**src/rtl/tms_arb_pkg.sv**
```systemverilog
`default_nettype none
// ============================================================================
// Module      : tms_arb_pkg
// Description : Shared constants and FSM state type for the TMS1x00
//               program-memory arbiter (register offsets, memory window,
//               starvation limit).
// Revision    : 1.0 - initial release
// ============================================================================
package tms_arb_pkg;

  // Register offsets relative to the block's Wishbone base address
  localparam logic [31:0] CTRL_OFFSET   = 32'h0000_8000;
  localparam logic [31:0] STATUS_OFFSET = 32'h0000_8004;
  localparam logic [31:0] STALLS_OFFSET = 32'h0000_8008;

  // Offsets below this limit map onto program RAM (one byte per word)
  localparam logic [31:0] MEM_LIMIT     = 32'h0000_2000;

  // Contested cycles a Wishbone access may lose before it is forced through
  localparam logic [3:0]  STARVE_LIMIT  = 4'd8;

  typedef enum logic [1:0] {
    IDLE       = 2'd0,
    WAIT_GRANT = 2'd1,
    MEM        = 2'd2,
    ACK        = 2'd3
  } arb_state_t;

endpackage
`default_nettype wire

```
**src/rtl/tms_prog_mem_arbiter.sv**
```systemverilog
`default_nettype none
// ============================================================================
// Module      : tms_prog_mem_arbiter
// Description : Shares one single-port synchronous program RAM between the
//               Wishbone slave (program load/verify, CTRL/STATUS registers)
//               and the TMS1x00 instruction-fetch port. Holds the core in
//               reset until RUN is set. Fetch has priority; a starvation
//               guard forces a Wishbone access through after STARVE_LIMIT
//               lost cycles.
//               Optional macro ARB_STATS_EN adds the STALLS counter at 0x8008.
// Revision    : 1.0 - initial release
// ============================================================================
module tms_prog_mem_arbiter
  import tms_arb_pkg::*;
#(
  parameter int          ADDR_W    = 11,
  parameter logic [31:0] BASE_ADDR = 32'h3000_0000
) (
  input  logic              wb_clk_i,
  input  logic              rst_n,
  input  logic              wbs_cyc_i,
  input  logic              wbs_stb_i,
  input  logic              wbs_we_i,
  input  logic [3:0]        wbs_sel_i,
  input  logic [31:0]       wbs_adr_i,
  input  logic [31:0]       wbs_dat_i,
  output logic              wbs_ack_o,
  output logic [31:0]       wbs_dat_o,
  input  logic              core_fetch_req_i,
  input  logic [ADDR_W-1:0] core_fetch_addr_i,
  output logic [7:0]        core_fetch_data_o,
  output logic              core_fetch_valid_o,
  output logic              core_rst_n_o,
  output logic              mem_en_o,
  output logic              mem_we_o,
  output logic [ADDR_W-1:0] mem_addr_o,
  output logic [7:0]        mem_wdata_o,
  input  logic [7:0]        mem_rdata_i
);

  arb_state_t        state;
  arb_state_t        state_next;
  logic [31:0]       offset;
  logic              is_mem;
  logic              accept;
  logic              wb_pending;
  logic              starve_hit;
  logic              wb_grant;
  logic              core_grant;
  logic              wb_stall;
  logic              ctrl_run;
  logic              fetch_inflight;
  logic [3:0]        starve_cnt;
  logic [ADDR_W-1:0] wb_addr;
  logic              wb_we;
  logic [7:0]        wb_wdata;
  logic [31:0]       rdata;
  logic [31:0]       reg_rdata;
  logic              unused_bits;

`ifdef ARB_STATS_EN
  logic [15:0]       stall_cnt;
`endif

  assign offset     = wbs_adr_i - BASE_ADDR;
  assign is_mem     = (offset < MEM_LIMIT);
  assign accept     = (state == IDLE) && wbs_cyc_i && wbs_stb_i;
  assign wb_pending = (state == WAIT_GRANT);
  assign starve_hit = (starve_cnt >= STARVE_LIMIT);
  assign wb_stall   = wb_pending && !wb_grant;

  // A fetch granted last cycle is only presented while the core is running,
  // so clearing RUN drops any valid that is still in flight.
  assign core_fetch_valid_o = fetch_inflight && core_rst_n_o;
  assign core_fetch_data_o  = mem_rdata_i;

  // Upper byte lanes and sel bits are not used by this byte-wide block
  assign unused_bits = ^{wbs_sel_i[3:1], wbs_dat_i[31:8], STALLS_OFFSET};

  // Register read mux; sampled when the access is accepted
  always_comb begin
    reg_rdata = '0;
    if (offset == CTRL_OFFSET) begin
      reg_rdata = {31'd0, ctrl_run};
    end else if (offset == STATUS_OFFSET) begin
      reg_rdata = {24'd0, starve_cnt, 2'd0, wb_pending, core_rst_n_o};
`ifdef ARB_STATS_EN
    end else if (offset == STALLS_OFFSET) begin
      reg_rdata = {16'd0, stall_cnt};
`endif
    end
  end

  // FSM state register
  always_ff @(posedge wb_clk_i or negedge rst_n) begin
    if (!rst_n) begin
      state <= IDLE;
    end else begin
      state <= state_next;
    end
  end

  // Arbitration, next state, RAM port and Wishbone response
  always_comb begin
    state_next  = state;
    wbs_ack_o   = 1'b0;
    wbs_dat_o   = '0;
    mem_en_o    = 1'b0;
    mem_we_o    = 1'b0;
    mem_addr_o  = core_fetch_addr_i;
    mem_wdata_o = '0;
    wb_grant    = wb_pending && (!core_rst_n_o || !core_fetch_req_i || starve_hit);
    core_grant  = core_rst_n_o && core_fetch_req_i && !wb_grant;
    case (state)
      IDLE:       if (accept) state_next = is_mem ? WAIT_GRANT : ACK;
      WAIT_GRANT: if (wb_grant) state_next = MEM;
      MEM:        state_next = ACK;
      ACK: begin
        state_next = IDLE;
        wbs_ack_o  = 1'b1;
        wbs_dat_o  = rdata;
      end
      default:    state_next = IDLE;
    endcase
    if (wb_grant) begin
      mem_en_o    = 1'b1;
      mem_we_o    = wb_we;
      mem_addr_o  = wb_addr;
      mem_wdata_o = wb_wdata;
    end else if (core_grant) begin
      mem_en_o    = 1'b1;
    end
  end

  // Request capture, read data, CTRL, core reset, fetch tracking, starve count
  always_ff @(posedge wb_clk_i or negedge rst_n) begin
    if (!rst_n) begin
      wb_addr        <= '0;
      wb_we          <= 1'b0;
      wb_wdata       <= '0;
      rdata          <= '0;
      ctrl_run       <= 1'b0;
      core_rst_n_o   <= 1'b0;
      fetch_inflight <= 1'b0;
      starve_cnt     <= '0;
    end else begin
      if (accept) begin
        wb_addr  <= offset[ADDR_W+1:2];
        wb_we    <= wbs_we_i && wbs_sel_i[0];
        wb_wdata <= wbs_dat_i[7:0];
        rdata    <= is_mem ? 32'd0 : reg_rdata;
        if (wbs_we_i && wbs_sel_i[0] && (offset == CTRL_OFFSET)) begin
          ctrl_run <= wbs_dat_i[0];
        end
      end else if (state == MEM) begin
        rdata <= {24'd0, mem_rdata_i};
      end
      core_rst_n_o   <= ctrl_run;
      fetch_inflight <= core_grant;
      if (wb_grant) begin
        starve_cnt <= '0;
      end else if (wb_stall && (starve_cnt != 4'hF)) begin
        starve_cnt <= starve_cnt + 4'd1;
      end
    end
  end

`ifdef ARB_STATS_EN
  // Saturating count of Wishbone stall cycles; any write to STALLS clears it
  always_ff @(posedge wb_clk_i or negedge rst_n) begin
    if (!rst_n) begin
      stall_cnt <= '0;
    end else if (accept && wbs_we_i && (offset == STALLS_OFFSET)) begin
      stall_cnt <= '0;
    end else if (wb_stall && (stall_cnt != 16'hFFFF)) begin
      stall_cnt <= stall_cnt + 16'd1;
    end
  end
`endif

endmodule
`default_nettype wire
```
**config.mk**
```make
export PLATFORM = sky130hd
export DESIGN_NAME = tms_prog_mem_arbiter
export DESIGN_NICKNAME = d
export VERILOG_FILES = /design/src/rtl/tms_arb_pkg.sv /design/src/rtl/tms_prog_mem_arbiter.sv
export SDC_FILE = /design/constraint.sdc
export NUM_CORES = 1
export LEC_CHECK = 0
export ABC_AREA = 1
export CELL_PAD_IN_SITES_DETAIL_PLACEMENT = 1
export CELL_PAD_IN_SITES_GLOBAL_PLACEMENT = 2
export CORE_UTILIZATION = 17
export CTS_CLUSTER_DIAMETER = 150
export DETAILED_ROUTE_END_ITERATION = 8
export PLACE_DENSITY_LB_ADDON = 0.1
export SYNTH_ARGS = -nofsm -noshare
export SYNTH_HDL_FRONTEND = slang
export SYNTH_SLANG_ARGS = --single-unit
export TNS_END_PERCENT = 10
```
**constraint.sdc**
```tcl
create_clock -name wb_clk_i -period 2.2 [get_ports wb_clk_i]
set_clock_uncertainty 0.15 [all_clocks]
set_input_delay 0.44 -clock wb_clk_i [delete_from_list [all_inputs] [get_ports wb_clk_i]]
set_output_delay 0.44 -clock wb_clk_i [all_outputs]
set_load 0.005 [all_outputs]
```
==> flow_summary_export.csv, run 1 <==
group,metric,value,unit
global_routing,grt_pass1_vias,2435,
sta,fin_crit_sh,100,%
power_and_ir_drop,powerDensity,979,mW/mm^2
logic_synthesis,synth-compound-area-share,7.92,%
logic_synthesis,ys_seq_area_share,40.2,%
logic_synthesis,synth_top_family_by_area,"simple AND/OR/NAND/NOR gates",
logic_synthesis,ys_types,24,
worst_setup_path,required,1.61,ns
global_routing,use_met1,13.7,%
power_and_ir_drop,power_leakage,1.95,nW
floorplan,fp.dieH,118,microns
sta,tightest_slew,0.599,ns
clocking,cts_buffer_depth,2,
cells_and_area,insertedDiodeCount,0,
sta,fin_ws,0.0000349,ns
global_routing,antenna_found_initial,0,
clocking,cts.clk_slew.worst_paths,0.05,ns
global_routing,grt_usage,11.4,%
worst_setup_path,crit_arrival,1.61,ns
logic_synthesis,syn_area_per_cell,7.14,sq um
routing,first_iter_violations,36,
worst_setup_path,end_kind,"output port",
logic_synthesis,synth_simple_gate_area_share,28.3,%
routing,wl,7580,microns
sta,rsz0062_at_grt,"true",
logic_synthesis,synth_xor_area_share,0.380,%
sta,finalSetupViolations,0,
logic_synthesis,synthCells,323,
global_routing,met2_usage,19.9,%
routing,antenna_left,0,
sta,min_period,2.20,ns
routing,firstDrtPassIters,4,
floorplan,die_area,0.0140,sq mm
placed_design,hpwl,5760,microns
logic_synthesis,muxShareOfSynthArea,0,%
floorplan,core,0.0132,sq mm
global_routing,busiest_layer,"met2",
placed_design,place_ws,-0.423,ns
global_routing,gr-usage-met3,2.75,%
worst_setup_path,crit_type,"reg -> out",
clocking,cts_tree,"done",
worst_setup_path,critPathMaxFanout,4,
cells_and_area,fillers,1634,
global_routing,grt_max_degree,24,
routing,drc,0,
clocking,cts_hold_buf,0,
power_and_ir_drop,peakVddDrop,0.000415,V
logic_synthesis,yosysWarningCount,0,
global_routing,grt_pass1_wl,12400,microns
flow_run,drv_cap,0,
clocking,numCtsBuffers,5,
clocking,clock_latency,0.28,ns
routing,routedWlPerCell,12.3,microns
sta,relSlewSlack,60.1,%
cells_and_area,drive_gt1_share,17.8,%
cells_and_area,syn2layout_area_growth,64.8,%
logic_synthesis,ys_ff_latch,37,
floorplan,rows,42,
worst_setup_path,critPathLaunchType,"register",
floorplan,floorplan.initialDensity,17.4,%
logic_synthesis,synthAdderAreaFrac,3.26,%
placed_design,gp_congestion,0.701,
logic_synthesis,synth_area,0.00231,sq mm
floorplan,num_io_pins,157,
routing,via_count,2297,
hold_path,hold_path.class,"in -> async",
sta,max_freq,455,MHz
global_routing,grt_overflow_total,0,
clocking,clock-sinks,37,
sta,hold_viol,0,
clocking,root_buffer,"clkbuf_16",
placed_design,port_buffers,105,
floorplan,fp.dieW,118,microns
sta,drv_slew,0,
clocking,htreeDepth,2,
outcome,status,"finished, final reports clean",
routing,via_per_inst,3.73,
cells_and_area,final_nets,538,
sta,tns,0,ns
==> cells in the final DEF (no fill, tap or decap), types with 3 or more instances in the layout <==
cell,count
clkdlybuf4s50_1,75
ha_1,4
buf_6,3
o21ai_0,19
clkbuf_16,5
conb_1,24
nand3_1,12
nor2_1,31
buf_4,14
dfrtp_1,37
nand4_1,4
nand2_1,91
inv_1,40
dlymetal6s2s_1,6
nand2_2,8
dlygate4sd2_1,3
buf_12,3
buf_2,14
a31oi_1,5
clkbuf_2,5
nor2_2,8
o21ai_1,3
==> cells by family after synthesis <==
kind of cell	Yosys count
other	1
and+or+nand+nor	159
xor gates and xnor gates	1
AOI/OAI and AO/OA	33
DFF	37
adders and majority gates	6
buffers and inverters	86
==> through the flow <==
step           power (W)  instance area [sq um]  hold slack, ns  cells  util [%]
2_1_floorplan    0.00188                   2390        -0.00559    346         -
3_3_place_gp     0.00271                   3500           0.258    601      26.4
3_5_place_dp     0.00274                   3500           0.253    601      26.4
4_1_cts          0.00378                   3760          0.0397    614      28.4
5_1_grt          0.00407                   3800          0.0637    615      28.7
6_report         0.00372                   3800          0.0183    615      28.7
==> synth_stat cells <==
master / n / area share [%]
nor2_2: 4 / 1.1
o21ai_1: 3 / 0.65
nand3_1: 12 / 2.6
nor2_1: 37 / 6.0
nand2_1: 100 / 16
a21oi_1: 2 / 0.43
buf_6: 1 / 0.49
nand3_2: 1 / 0.43
dfrtp_1: 37 / 40
inv_2: 2 / 0.33
nand4_1: 4 / 1.1
o41ai_1: 1 / 0.38
clkbuf_1: 3 / 0.49
nand3_4: 1 / 0.76
a21boi_0: 2 / 0.65
inv_1: 42 / 6.8
a31oi_1: 5 / 1.4
xor2_1: 1 / 0.38
buf_2: 6 / 1.3
a22oi_1: 1 / 0.33
conb_1: 1 / 0.16
o21ai_0: 19 / 4.1
buf_4: 32 / 10
ha_1: 6 / 3.3
==> power breakdown <==
group / internal [W] / leakage (nW) / total (W) / switching [W]
Combinational: 0.000944 / 1.41 / 0.00182 / 0.000879
Clock: 0.000526 / 0.0797 / 0.000800 / 0.000274
Sequential: 0.000962 / 0.461 / 0.00110 / 0.000138
Total: 0.00243 / 1.95 / 0.00372 / 0.00129
==> final timing paths <==
path | cells past startpoint | endpoint | startpoint | slack, ns
min in group wb_clk_i | 0 | core_rst_n_o | ctrl_run | 0.28
max in group asynchronous | 2 | wb_wdata[3] | rst_n | 1.32
hold / removal | 1 | wb_addr[0] | rst_n | 0.02
setup / recovery | 10 | mem_addr_o[1] | state[1] | 0.00003
hold reg to reg | 0 | core_rst_n_o | ctrl_run | 0.28
setup reg to reg | 10 | ctrl_run | state[0] | 0.19
==> state kept, by name, summed over array words and instances (netlist names) <==
name,cells
fetch_inflight,1
wb_we,1
starve_cnt,4
rdata,8
ctrl_run,1
core_rst_n_o,1
wb_addr,11
wb_wdata,8
state,2
==> layer usage <==
layer  share of wire [%]  vias up
met5                   0        -
met4                0.99        0
met3                 7.0        4
met2                  50       85
met1                  42     1047
li1                    -     1161
==> layout make-up <==
type / count / area [sq um] / share of cell area, %
tap: 176 / 220 / 5.79
clock buffer: 5 / 125 / 3.29
clock inverter: 2 / 35.0 / 0.922
timing repair buffer: 128 / 1240 / 32.6
sequential: 37 / 926 / 24.4
multi-input combinational: 223 / 1090 / 28.6
inverter: 44 / 170 / 4.48
==> worst max-delay path, cell delays in order, from the launching register on <==
cell	delay [ns]
dfrtp_1	0.39
inv_2	0.08
ha_4	0.15
inv_4	0.04
nor2_4	0.13
inv_4	0.06
buf_12	0.13
buf_4	0.13
nand2_1	0.05
nand2_1	0.05
buf_2	0.12
==> what timing repair did <==
action,in CTS,in global routing
cloned,2,0
endpoints found under the setup margin,30,28
gates resized for setup,93,25
buffers inserted,4,1
pin swaps,5,3
No activity file was read; power rests on OpenSTA's default activity.
==> run 2, diff against run 1 <==
--- a/config.mk
+++ b/config.mk
@@ -11,7 +11,7 @@
 export CORE_UTILIZATION = 17
 export CTS_CLUSTER_DIAMETER = 150
 export DETAILED_ROUTE_END_ITERATION = 8
-export PLACE_DENSITY_LB_ADDON = 0.1
+export PLACE_DENSITY_LB_ADDON = 0.08
 export SYNTH_ARGS = -nofsm -noshare
 export SYNTH_HDL_FRONTEND = slang
 export SYNTH_SLANG_ARGS = --single-unit
==> flow_summary_export.csv, run 2 (synthesis gave the netlist of run 1 again) <==
group,metric,value,unit
outcome,status,"complete, but fails checks",
outcome,violations,"negative setup slack",
sta,fin_crit_sh,102,%
sta,min_period,2.23,ns
floorplan,core,0.0132,sq mm
routing,wl,7690,microns
power_and_ir_drop,clkPwrFrac,19.9,%
worst_setup_path,crit_type,"reg -> out",
power_and_ir_drop,peakVddDrop,0.000367,V
routing,via_per_inst,3.79,
power_and_ir_drop,comb_power_share,50.8,%
clocking,clock-sinks,37,
routing,routedWlPerCell,12.4,microns
placed_design,placedCellCount,603,
floorplan,floorplan.initialDensity,17.4,%
global_routing,grt_usage,11.5,%
global_routing,grt_overflow_total,0,
power_and_ir_drop,power_leakage,1.91,nW
placed_design,gp_congestion,0.672,
routing,first_iter_violations,63,
floorplan,fp.dieH,118,microns
placed_design,hpwl,5760,microns
sta,relSlewSlack,65.0,%
cells_and_area,insertedDiodeCount,0,
floorplan,num_io_pins,157,
cells_and_area,largest_reg_flops,11,
power_and_ir_drop,intPower,0.00240,W
power_and_ir_drop,powerDensity,978,mW/mm^2
routing,wl_met1,3390,microns
worst_setup_path,crit_arrival,1.64,ns
worst_setup_path,worst-r2r-setup-slack,0.20,ns
placed_design,port_buffers,105,
power_and_ir_drop,seqPwrFrac,29.3,%
routing,firstDrtPassIters,5,
routing,wl_met3,608,microns
global_routing,grt_max_degree,38,
global_routing,grt_pass1_wl,12400,microns
sta,finalSetupViolations,7,
routing,wl_met2,3620,microns
sta,rsz0062_at_grt,"true",
flow_run,drv_cap,0,
hold_path,hold_path.class,"in -> async",
floorplan,die_area,0.0140,sq mm
global_routing,antenna_found_initial,0,
clocking,root_buffer,"clkbuf_16",
worst_setup_path,required,1.61,ns
power_and_ir_drop,switchingPower,0.00133,W
sta,hold_viol,0,
worst_setup_path,r2r_start,"state[0]",
clocking,clock_latency,0.28,ns
worst_setup_path,reg2reg_depth,9,
worst_setup_path,critPathMaxFanout,5,
worst_setup_path,critPathLaunchType,"register",
floorplan,rows,42,
routing,drc,0,
floorplan,fp.dieW,118,microns
clocking,numCtsBuffers,5,
clocking,htreeDepth,2,
sta,tightest_slew,0.525,ns
power_and_ir_drop,p_sw_share,35.7,%
sta,fin_ws,-0.0350,ns
routing,via_count,2356,
cells_and_area,reg_top3,"wb_addr x11, rdata x8, wb_wdata x8",
routing,top_layer,"met4",
worst_setup_path,worstReg2RegEnd,"rdata[1]",
cells_and_area,fillers,1627,
sta,max_freq,447,MHz
global_routing,grt_pass1_vias,2453,
sta,holdWs,0.0708,ns
cells_and_area,final_nets,543,
clocking,cts_buffer_depth,2,
clocking,cts_tree,"done",
worst_setup_path,end_kind,"output port",
cells_and_area,instances_no_fill,621,
clocking,cts.clk_slew.worst_paths,0.06,ns
cells_and_area,mostFrequentLayoutCells,"nand2_1, clkdlybuf4s50_1, inv_1",
routing,antenna_left,0,
cells_and_area,final_common_cell,"nand2_1",
cells_and_area,syn2layout_area_growth,65.4,%
sta,drv_slew,0,
cells_and_area,drive_gt1_share,17.8,%
cells_and_area,regMostFlops,"wb_addr",
-- run 2: power groups by stage --
stage          sequential [W]  clock, W  combinational (W)
6_report              0.00110  0.000742            0.00189
5_1_grt               0.00113  0.000791            0.00213
4_1_cts               0.00110  0.000772            0.00189
3_5_place_dp          0.00110         0            0.00167
3_3_place_gp          0.00109         0            0.00165
2_1_floorplan         0.00107         0           0.000815
-- run 2: area by class of cell --
| class | instances | area, sq um | area share [%] |
|---|---|---|---|
| Clock buffer | 6 | 139 | 3.64 |
| Clock inverter | 2 | 13.8 | 0.361 |
| Inverter | 44 | 168 | 4.40 |
| Multi-Input combinational cell | 223 | 1080 | 28.3 |
| Sequential cell | 37 | 926 | 24.3 |
| Tap cell | 176 | 220 | 5.77 |
| Timing Repair Buffer | 133 | 1270 | 33.3 |
-- run 2: what timing repair did --
action / CTS / global route
pin swaps: 7 / 6
gates cloned: 2 / 0
resized for setup: 100 / 21
setup endpoints to repair: 30 / 19
hold buffers: 0 / 0
buffers inserted: 8 / 1
-- run 2: worst max path at each step --
stage,depth (start not counted),to,start,slack (ns)
2_1_floorplan,7,mem_addr_o[0],state[1],0.31
3_3_place_gp,8,mem_addr_o[8],core_fetch_req_i,-0.45
3_5_place_dp,8,mem_addr_o[10],core_fetch_req_i,-0.44
4_1_cts,9,mem_addr_o[8],state[1],-0.03
5_1_grt,10,mem_addr_o[6],state[1],-0.11
6_report,10,mem_addr_o[5],state[1],-0.03
-- run 2: stage by stage --
stage | total power [W] | util [%] | instance area (sq um) | setup TNS, ns | setup slack [ns]
final | 0.00373 | 28.8 | 3810 | -0.192 | -0.0350
after global routing | 0.00405 | 28.8 | 3810 | -0.900 | -0.113
after CTS | 0.00376 | 28.8 | 3810 | -0.0515 | -0.0287
after detailed placement | 0.00276 | 26.5 | 3510 | -8.32 | -0.441
after global placement | 0.00274 | 26.5 | 3510 | -8.22 | -0.453
after floorplan | 0.00188 | - | 2390 | 0 | 0.313
-- run 2: metal layers --
| metal | global-route usage [%] | up-vias |
|---|---|---|
| met4 | 2.85 | 0 |
| met5 | 0 | - |
| met3 | 3.91 | 5 |
| li1 | - | 1174 |
| met1 | 14.1 | 1094 |
| met2 | 19.2 | 83 |
-- run 2: critical path, stage by stage, from the launching register on --
cell and delay, ns:
dfrtp_1 0.39, inv_2 0.09, ha_4 0.14, inv_2 0.05
nor2_4 0.14, buf_6 0.14, buf_12 0.12, buf_8 0.10
nand2_1 0.04, nand2_1 0.05, buf_2 0.10
